--- config.mk ---
export PLATFORM = sky130hd
export DESIGN_NAME = motor_cmd_rx
export DESIGN_NICKNAME = d
export VERILOG_FILES = /design/src/rtl/motor_pkg.sv /design/src/rtl/uart_rx_byte.sv /design/src/rtl/motor_cmd_rx.sv
export SDC_FILE = /design/constraint.sdc
export NUM_CORES = 1
export LEC_CHECK = 0
export CAP_MARGIN = 20
export CORE_UTILIZATION = 44
export DETAILED_ROUTE_END_ITERATION = 10
export SLEW_MARGIN = 25
export SYNTH_ARGS = -nofsm -noshare
export SYNTH_HDL_FRONTEND = slang
export SYNTH_SLANG_ARGS = --single-unit
--- constraint.sdc ---
create_clock -name clk -period 2.4 [get_ports clk]
set_clock_uncertainty 0.15 [all_clocks]
set_input_delay 0.48 -clock clk [delete_from_list [all_inputs] [get_ports clk]]
set_output_delay 0.48 -clock clk [all_outputs]
set_load 0.02 [all_outputs]
--- src/rtl/motor_pkg.sv ---
// Shared definitions for the motor command path: ASCII command bytes,
// direction encoding used by the H-bridge controller, and the decoder.
package motor_pkg;

  localparam logic [7:0] CMD_F_UC = 8'h46;
  localparam logic [7:0] CMD_F_LC = 8'h66;
  localparam logic [7:0] CMD_B_UC = 8'h42;
  localparam logic [7:0] CMD_B_LC = 8'h62;
  localparam logic [7:0] CMD_L_UC = 8'h4C;
  localparam logic [7:0] CMD_L_LC = 8'h6C;
  localparam logic [7:0] CMD_R_UC = 8'h52;
  localparam logic [7:0] CMD_R_LC = 8'h72;
  localparam logic [7:0] CMD_S_UC = 8'h53;
  localparam logic [7:0] CMD_S_LC = 8'h73;

  typedef enum logic [2:0] {
    DIR_STOP     = 3'd0,
    DIR_FORWARD  = 3'd1,
    DIR_BACKWARD = 3'd2,
    DIR_LEFT     = 3'd3,
    DIR_RIGHT    = 3'd4
  } dir_e;

  typedef enum logic [2:0] {
    RX_IDLE,
    RX_START,
    RX_DATA,
    RX_STOP,
    RX_WAIT_IDLE
  } rx_state_e;

  typedef struct packed {
    logic valid;
    dir_e dir;
  } cmd_t;

  // Case-insensitive decode of a received byte into a direction.
  function automatic cmd_t decode_cmd(input logic [7:0] b);
    cmd_t c;
    c.valid = 1'b1;
    c.dir   = DIR_STOP;
    case (b)
      CMD_F_UC, CMD_F_LC: c.dir = DIR_FORWARD;
      CMD_B_UC, CMD_B_LC: c.dir = DIR_BACKWARD;
      CMD_L_UC, CMD_L_LC: c.dir = DIR_LEFT;
      CMD_R_UC, CMD_R_LC: c.dir = DIR_RIGHT;
      CMD_S_UC, CMD_S_LC: c.dir = DIR_STOP;
      default:            c.valid = 1'b0;
    endcase
    return c;
  endfunction

  // One-hot {F,B,L,R} drive request for a direction; STOP is all zero.
  function automatic logic [3:0] dir_to_fblr(input dir_e d);
    logic [3:0] v;
    case (d)
      DIR_FORWARD:  v = 4'b1000;
      DIR_BACKWARD: v = 4'b0100;
      DIR_LEFT:     v = 4'b0010;
      DIR_RIGHT:    v = 4'b0001;
      default:      v = 4'b0000;
    endcase
    return v;
  endfunction

endpackage

--- src/rtl/uart_rx_byte.sv ---
// 8N1 UART byte receiver: 2-FF synchroniser, start-bit glitch rejection,
// centre sampling, and break handling (waits for line idle after a bad stop bit).
module uart_rx_byte
  import motor_pkg::*;
#(
  parameter int CLKS_PER_BIT = 5208
) (
  input  logic       clk,
  input  logic       rst,
  input  logic       rx,
  output logic [7:0] data,
  output logic       byte_valid,
  output logic       frame_err
);

  localparam int CW = (CLKS_PER_BIT > 1) ? $clog2(CLKS_PER_BIT) : 1;
  localparam logic [CW-1:0] HALF_LAST = CW'(CLKS_PER_BIT / 2 - 1);
  localparam logic [CW-1:0] BIT_LAST  = CW'(CLKS_PER_BIT - 1);

  logic            rx_meta;
  logic            rx_sync;
  rx_state_e       state_q, state_d;
  logic [CW-1:0]   clk_cnt_q, clk_cnt_d;
  logic [2:0]      bit_cnt_q, bit_cnt_d;
  logic [7:0]      shift_q, shift_d;
  logic            byte_valid_d;
  logic            frame_err_d;

  // Two-flop synchroniser for the asynchronous rx line (idles high).
  always_ff @(posedge clk) begin
    if (rst) begin
      rx_meta <= 1'b1;
      rx_sync <= 1'b1;
    end else begin
      rx_meta <= rx;
      rx_sync <= rx_meta;
    end
  end

  // Receive FSM state, counters, shift register and result pulses.
  always_ff @(posedge clk) begin
    if (rst) begin
      state_q    <= RX_IDLE;
      clk_cnt_q  <= '0;
      bit_cnt_q  <= '0;
      shift_q    <= '0;
      byte_valid <= 1'b0;
      frame_err  <= 1'b0;
    end else begin
      state_q    <= state_d;
      clk_cnt_q  <= clk_cnt_d;
      bit_cnt_q  <= bit_cnt_d;
      shift_q    <= shift_d;
      byte_valid <= byte_valid_d;
      frame_err  <= frame_err_d;
    end
  end

  // Next-state logic: half-bit to the start centre, then one bit period per sample.
  always_comb begin
    state_d      = state_q;
    clk_cnt_d    = clk_cnt_q;
    bit_cnt_d    = bit_cnt_q;
    shift_d      = shift_q;
    byte_valid_d = 1'b0;
    frame_err_d  = 1'b0;
    case (state_q)
      RX_IDLE: begin
        if (!rx_sync) begin
          state_d   = RX_START;
          clk_cnt_d = '0;
          bit_cnt_d = '0;
        end
      end
      RX_START: begin
        if (clk_cnt_q == HALF_LAST) begin
          clk_cnt_d = '0;
          state_d   = rx_sync ? RX_IDLE : RX_DATA;
        end else begin
          clk_cnt_d = clk_cnt_q + 1'b1;
        end
      end
      RX_DATA: begin
        if (clk_cnt_q == BIT_LAST) begin
          clk_cnt_d = '0;
          shift_d   = {rx_sync, shift_q[7:1]};
          bit_cnt_d = bit_cnt_q + 3'd1;
          if (bit_cnt_q == 3'd7) begin
            state_d = RX_STOP;
          end
        end else begin
          clk_cnt_d = clk_cnt_q + 1'b1;
        end
      end
      RX_STOP: begin
        if (clk_cnt_q == BIT_LAST) begin
          clk_cnt_d = '0;
          if (rx_sync) begin
            byte_valid_d = 1'b1;
            state_d      = RX_IDLE;
          end else begin
            frame_err_d  = 1'b1;
            state_d      = RX_WAIT_IDLE;
          end
        end else begin
          clk_cnt_d = clk_cnt_q + 1'b1;
        end
      end
      RX_WAIT_IDLE: begin
        if (rx_sync) begin
          state_d = RX_IDLE;
        end
      end
      default: state_d = RX_IDLE;
    endcase
  end

  assign data = shift_q;

endmodule

--- src/rtl/motor_cmd_rx.sv ---
// UART command receiver producing held one-hot F/B/L/R drive requests,
// with a watchdog that forces STOP when no valid command arrives in time.
module motor_cmd_rx
  import motor_pkg::*;
#(
  parameter int CLKS_PER_BIT = 5208,
  parameter int TIMEOUT_CLKS = 25000000
) (
  input  logic clk,
  input  logic rst,
  input  logic rx,
  output logic F,
  output logic B,
  output logic L,
  output logic R,
  output logic cmd_valid,
  output logic frame_err,
  output logic timeout
);

  localparam int WDW = (TIMEOUT_CLKS > 1) ? $clog2(TIMEOUT_CLKS) : 1;
  localparam logic [WDW-1:0] WD_LAST = WDW'(TIMEOUT_CLKS - 1);

  logic [7:0]     rx_data;
  logic           rx_byte_valid;
  cmd_t           rx_cmd;
  logic           cmd_hit;
  logic           drive_on;
  logic [3:0]     fblr_d;
  logic           cmd_valid_d;
  logic           timeout_d;
  logic [WDW-1:0] wd_cnt_q, wd_cnt_d;

  uart_rx_byte #(
    .CLKS_PER_BIT(CLKS_PER_BIT)
  ) u_rx (
    .clk       (clk),
    .rst       (rst),
    .rx        (rx),
    .data      (rx_data),
    .byte_valid(rx_byte_valid),
    .frame_err (frame_err)
  );

  assign rx_cmd   = decode_cmd(rx_data);
  assign cmd_hit  = rx_byte_valid & rx_cmd.valid;
  assign drive_on = F | B | L | R;

  // A recognised command takes priority over watchdog expiry on the same cycle;
  // with outputs already at STOP the counter parks at its last value.
  always_comb begin
    fblr_d      = {F, B, L, R};
    cmd_valid_d = 1'b0;
    timeout_d   = 1'b0;
    wd_cnt_d    = wd_cnt_q;
    if (cmd_hit) begin
      fblr_d      = dir_to_fblr(rx_cmd.dir);
      cmd_valid_d = 1'b1;
      wd_cnt_d    = '0;
    end else if (wd_cnt_q == WD_LAST) begin
      if (drive_on) begin
        fblr_d    = '0;
        timeout_d = 1'b1;
        wd_cnt_d  = '0;
      end
    end else begin
      wd_cnt_d = wd_cnt_q + 1'b1;
    end
  end

  // Output registers and watchdog counter.
  always_ff @(posedge clk) begin
    if (rst) begin
      {F, B, L, R} <= '0;
      cmd_valid    <= 1'b0;
      timeout      <= 1'b0;
      wd_cnt_q     <= '0;
    end else begin
      {F, B, L, R} <= fblr_d;
      cmd_valid    <= cmd_valid_d;
      timeout      <= timeout_d;
      wd_cnt_q     <= wd_cnt_d;
    end
  end

endmodule

==> flow_summary.yaml <==
timing:
  rsz0062_at_grt: "false"
  timing_hold_violations_final: 0
  max-slew-margin-rel_pct: 63.06
  finalCritPeriodShare_pct: 93.11
  worst_pin_slew_ps: 549.9
  tns_ps: 0
  whs_ps: 259.0
  maxSlewViolCount: 0
  layout_min_cycle_time_ps: 2235
  setup_viol: 0
  max_freq_ghz: 0.4475
floorplan:
  coreArea_um2: 6422
  initial_utilization_pct: 45.88
  dieArea_um2: 7028
  io_pins: 10
  dieHeight_um: 83.84
  fp-row-count: 29
  die_w_um: 83.84
layout:
  fin_nets: 356
  layout_common_cells: "dfxtp_1 (62), nor2_1 (42), nand3_1 (22)"
  final_layout_size_suffix_gt1_share_pct: 11.30
  num_antenna_cells: 0
  layout_commonest_cell: "dfxtp_1"
  area_growth_pct: 16.43
clock_network:
  cts.reportedPaths.clkPinSlew_ps: 70
  worstSkewPairLatency_ps: 340
  root_buffer: "clkbuf_8"
  post_cts_buffers: 0
  htree_levels: 3
  cts_hold_buffers: 0
  cts.sinks: 62
  cts_tree: "built"
  clockBufferDepth: 2
  cts_resized: 0
  cts_buffers: 9
detailed_routing:
  ant_nets: 0
  wl_met1_mm: 3.149
  first_pass_iters: 4
  route.met2.wl_mm: 2.626
  routed.top_layer: "met4"
  viasPerCell: 5.724
  drt_iter0_drc: 127
  drc: 0
  route.vias.total: 2467
  wirelength_mm: 6.053
  wire_per_inst_um: 14.04
  wl_met3_um: 202
place:
  gp_congestion: 0.7701
  place_hpwl_mm: 4.226
  io_buffers: 9
critical_path:
  arrival_ps: 2310
  start_kind: "register"
  startpoint: "wd_cnt_q[0]$_SDFFE_PP0P_"
  timing.rr.end: "wd_cnt_q[20]$_SDFFE_PP0P_"
  worst_setup_path_end_kind: "register"
  r2r_slack_ps: 170
  reg2regPathDepth: 6
  critical_path_class: "reg -> reg"
  crit_fanout: 5
  worstPathRequired_ps: 2480
  reg2reg_from: "wd_cnt_q[0]$_SDFFE_PP0P_"
global_routing:
  grt_antenna_before_repair: 0
  grt_max_degree: 19
  grt_usage_pct: 19.21
  grt_pass1_vias: 2303
  overflow: 0
  grt_pass1_wl_mm: 10.69
logic_synthesis:
  synth_cell_types: 50
  yosys_warnings: 0
  synth_nets: 336
  syn_inst: 329
  synth_flop_cell: "dfxtp_1"
  synth_edf_count: 0
  yosysSeqAreaShare_pct: 42.12
  async_flop_share_pct: 0
  syn_avg_cell_area_um2: 8.956
  synth_seq_cells: 62
  syn-cell-area_um2: 2947
pwr:
  cellPowerDensity_nw_per_um2: 668.6
  leakage_nw: 1.345
  ir_drop_uv: 334.9
min_path:
  holdPathEnd: "u_rx.rx_sync$_SDFF_PP1_"
  whs_path_depth: 1
  min_from: "u_rx.rx_meta$_SDFF_PP1_"
  holdCritPathClass: "reg -> reg"
outcome:
  status: "complete, no violations"
flow_run:
  maxCapViolCount: 0
-- Yosys cell counts, drive strengths merged, types with 2 or more instances --
cell | n | area share [%]
or2 | 5 | 1.1
nor2b | 6 | 1.3
nand2 | 21 | 2.7
a32o | 2 | 0.68
a31oi | 3 | 0.64
nor4 | 6 | 1.3
o2bb2ai | 2 | 0.59
mux2i | 12 | 4.1
xnor2 | 5 | 1.5
nand4 | 14 | 3.7
nor3b | 5 | 1.3
nor2 | 42 | 5.4
nor4b | 4 | 1.2
buf | 3 | 0.51
clkbuf | 9 | 1.1
ha | 4 | 1.7
and3 | 8 | 1.9
dfxtp | 62 | 42
and4 | 4 | 1.2
a22o | 7 | 2.1
nand3 | 22 | 3.7
a211oi | 6 | 1.5
a31o | 2 | 0.59
a21o | 4 | 1.0
and2 | 5 | 1.1
nand2b | 2 | 0.42
a41o | 2 | 0.68
or3 | 4 | 0.85
a22oi | 2 | 0.51
nor3 | 9 | 1.5
o31ai | 7 | 1.8
and4bb | 2 | 0.85
a21oi | 9 | 1.5
inv | 5 | 0.64
xor2 | 8 | 2.4
nand3b | 6 | 1.5
-- cells by family (layout without fill, tap and decap cells) --
family / Yosys count / after routing / synth area share [%]
multiplexers: 12 / 12 / 4.077
adder cells (fa/ha/maj): 4 / 4 / 1.699
AO/OA/AOI/OAI: 52 / 52 / 13.84
XOR/XNOR: 13 / 13 / 3.864
buffers and inverters: 17 / 42 / 2.293
AND/OR/NAND/NOR: 169 / 169 / 32.10
flip-flops: 62 / 62 / 42.12
-- per-layer routing --
metal  GRT usage, %  up-vias
li1               -     1264
met1          26.93     1168
met2          27.65       29
met3          5.440        6
met4          7.680        0
met5              0        -
-- worst max-delay path, stage by stage, from the launching register on --
cell	delay, ps
dfxtp_1	390
ha_1	230
and3_1	190
nand3_1	120
or4_1	590
and3_4	250
a31o_1	200
-- layout make-up --
class / instances / area (um^2)
Clock buffer: 11 / 151.4
Multi-Input combinational cell: 250 / 1638
Sequential cell: 62 / 1241
Tap cell: 77 / 96.34
Timing Repair Buffer: 21 / 180.2
Fill cell: 596 / 2992
Inverter: 5 / 18.77
Clock inverter: 5 / 105.1
-- how the worst max path moves through the flow --
stage,cells after the start,slack (ps),endpoint
after detailed placement,7,170,u_rx.clk_cnt_q[2]$_SDFFE_PP0P_
after floorplan,7,310,B$_SDFFE_PP0P_
final,6,170,wd_cnt_q[20]$_SDFFE_PP0P_
after global routing,7,1,u_rx.clk_cnt_q[2]$_SDFFE_PP0P_
after CTS,7,150,u_rx.clk_cnt_q[2]$_SDFFE_PP0P_
after global placement,6,220,B$_SDFFE_PP0P_
-- metrics by stage --
stage,instance area (um^2),util [%],total power [mW],worst slack (ps),std cells
after floorplan,2947,-,1.128,309.5,329
after global placement,3174,49.43,1.154,224.5,415
after detailed placement,3174,49.43,1.156,173.0,415
after CTS,3431,53.42,2.322,148.3,431
after global routing,3431,53.42,2.395,1.030,431
final,3431,53.42,2.294,165.5,431
-- report_power, final --
| part | internal, mW | leakage (nW) | switching, mW |
|---|---|---|---|
| clock | 0.747 | 0.122 | 0.416 |
| combinational | 0.0329 | 0.723 | 0.0517 |
| sequential | 1.04 | 0.501 | 0.0102 |
| total | 1.82 | 1.35 | 0.477 |
-- sequential cells by signal, summed over array words and instances, names as in the netlist --
name,count
B,1
F,1
L,1
R,1
cmd_valid,1
timeout,1
u_rx.bit_cnt_q,3
u_rx.byte_valid,1
u_rx.clk_cnt_q,13
u_rx.data,8
u_rx.frame_err,1
u_rx.rx_meta,1
u_rx.rx_sync,1
u_rx.state_q,3
wd_cnt_q,25
(Power assumes the default switching activity.)
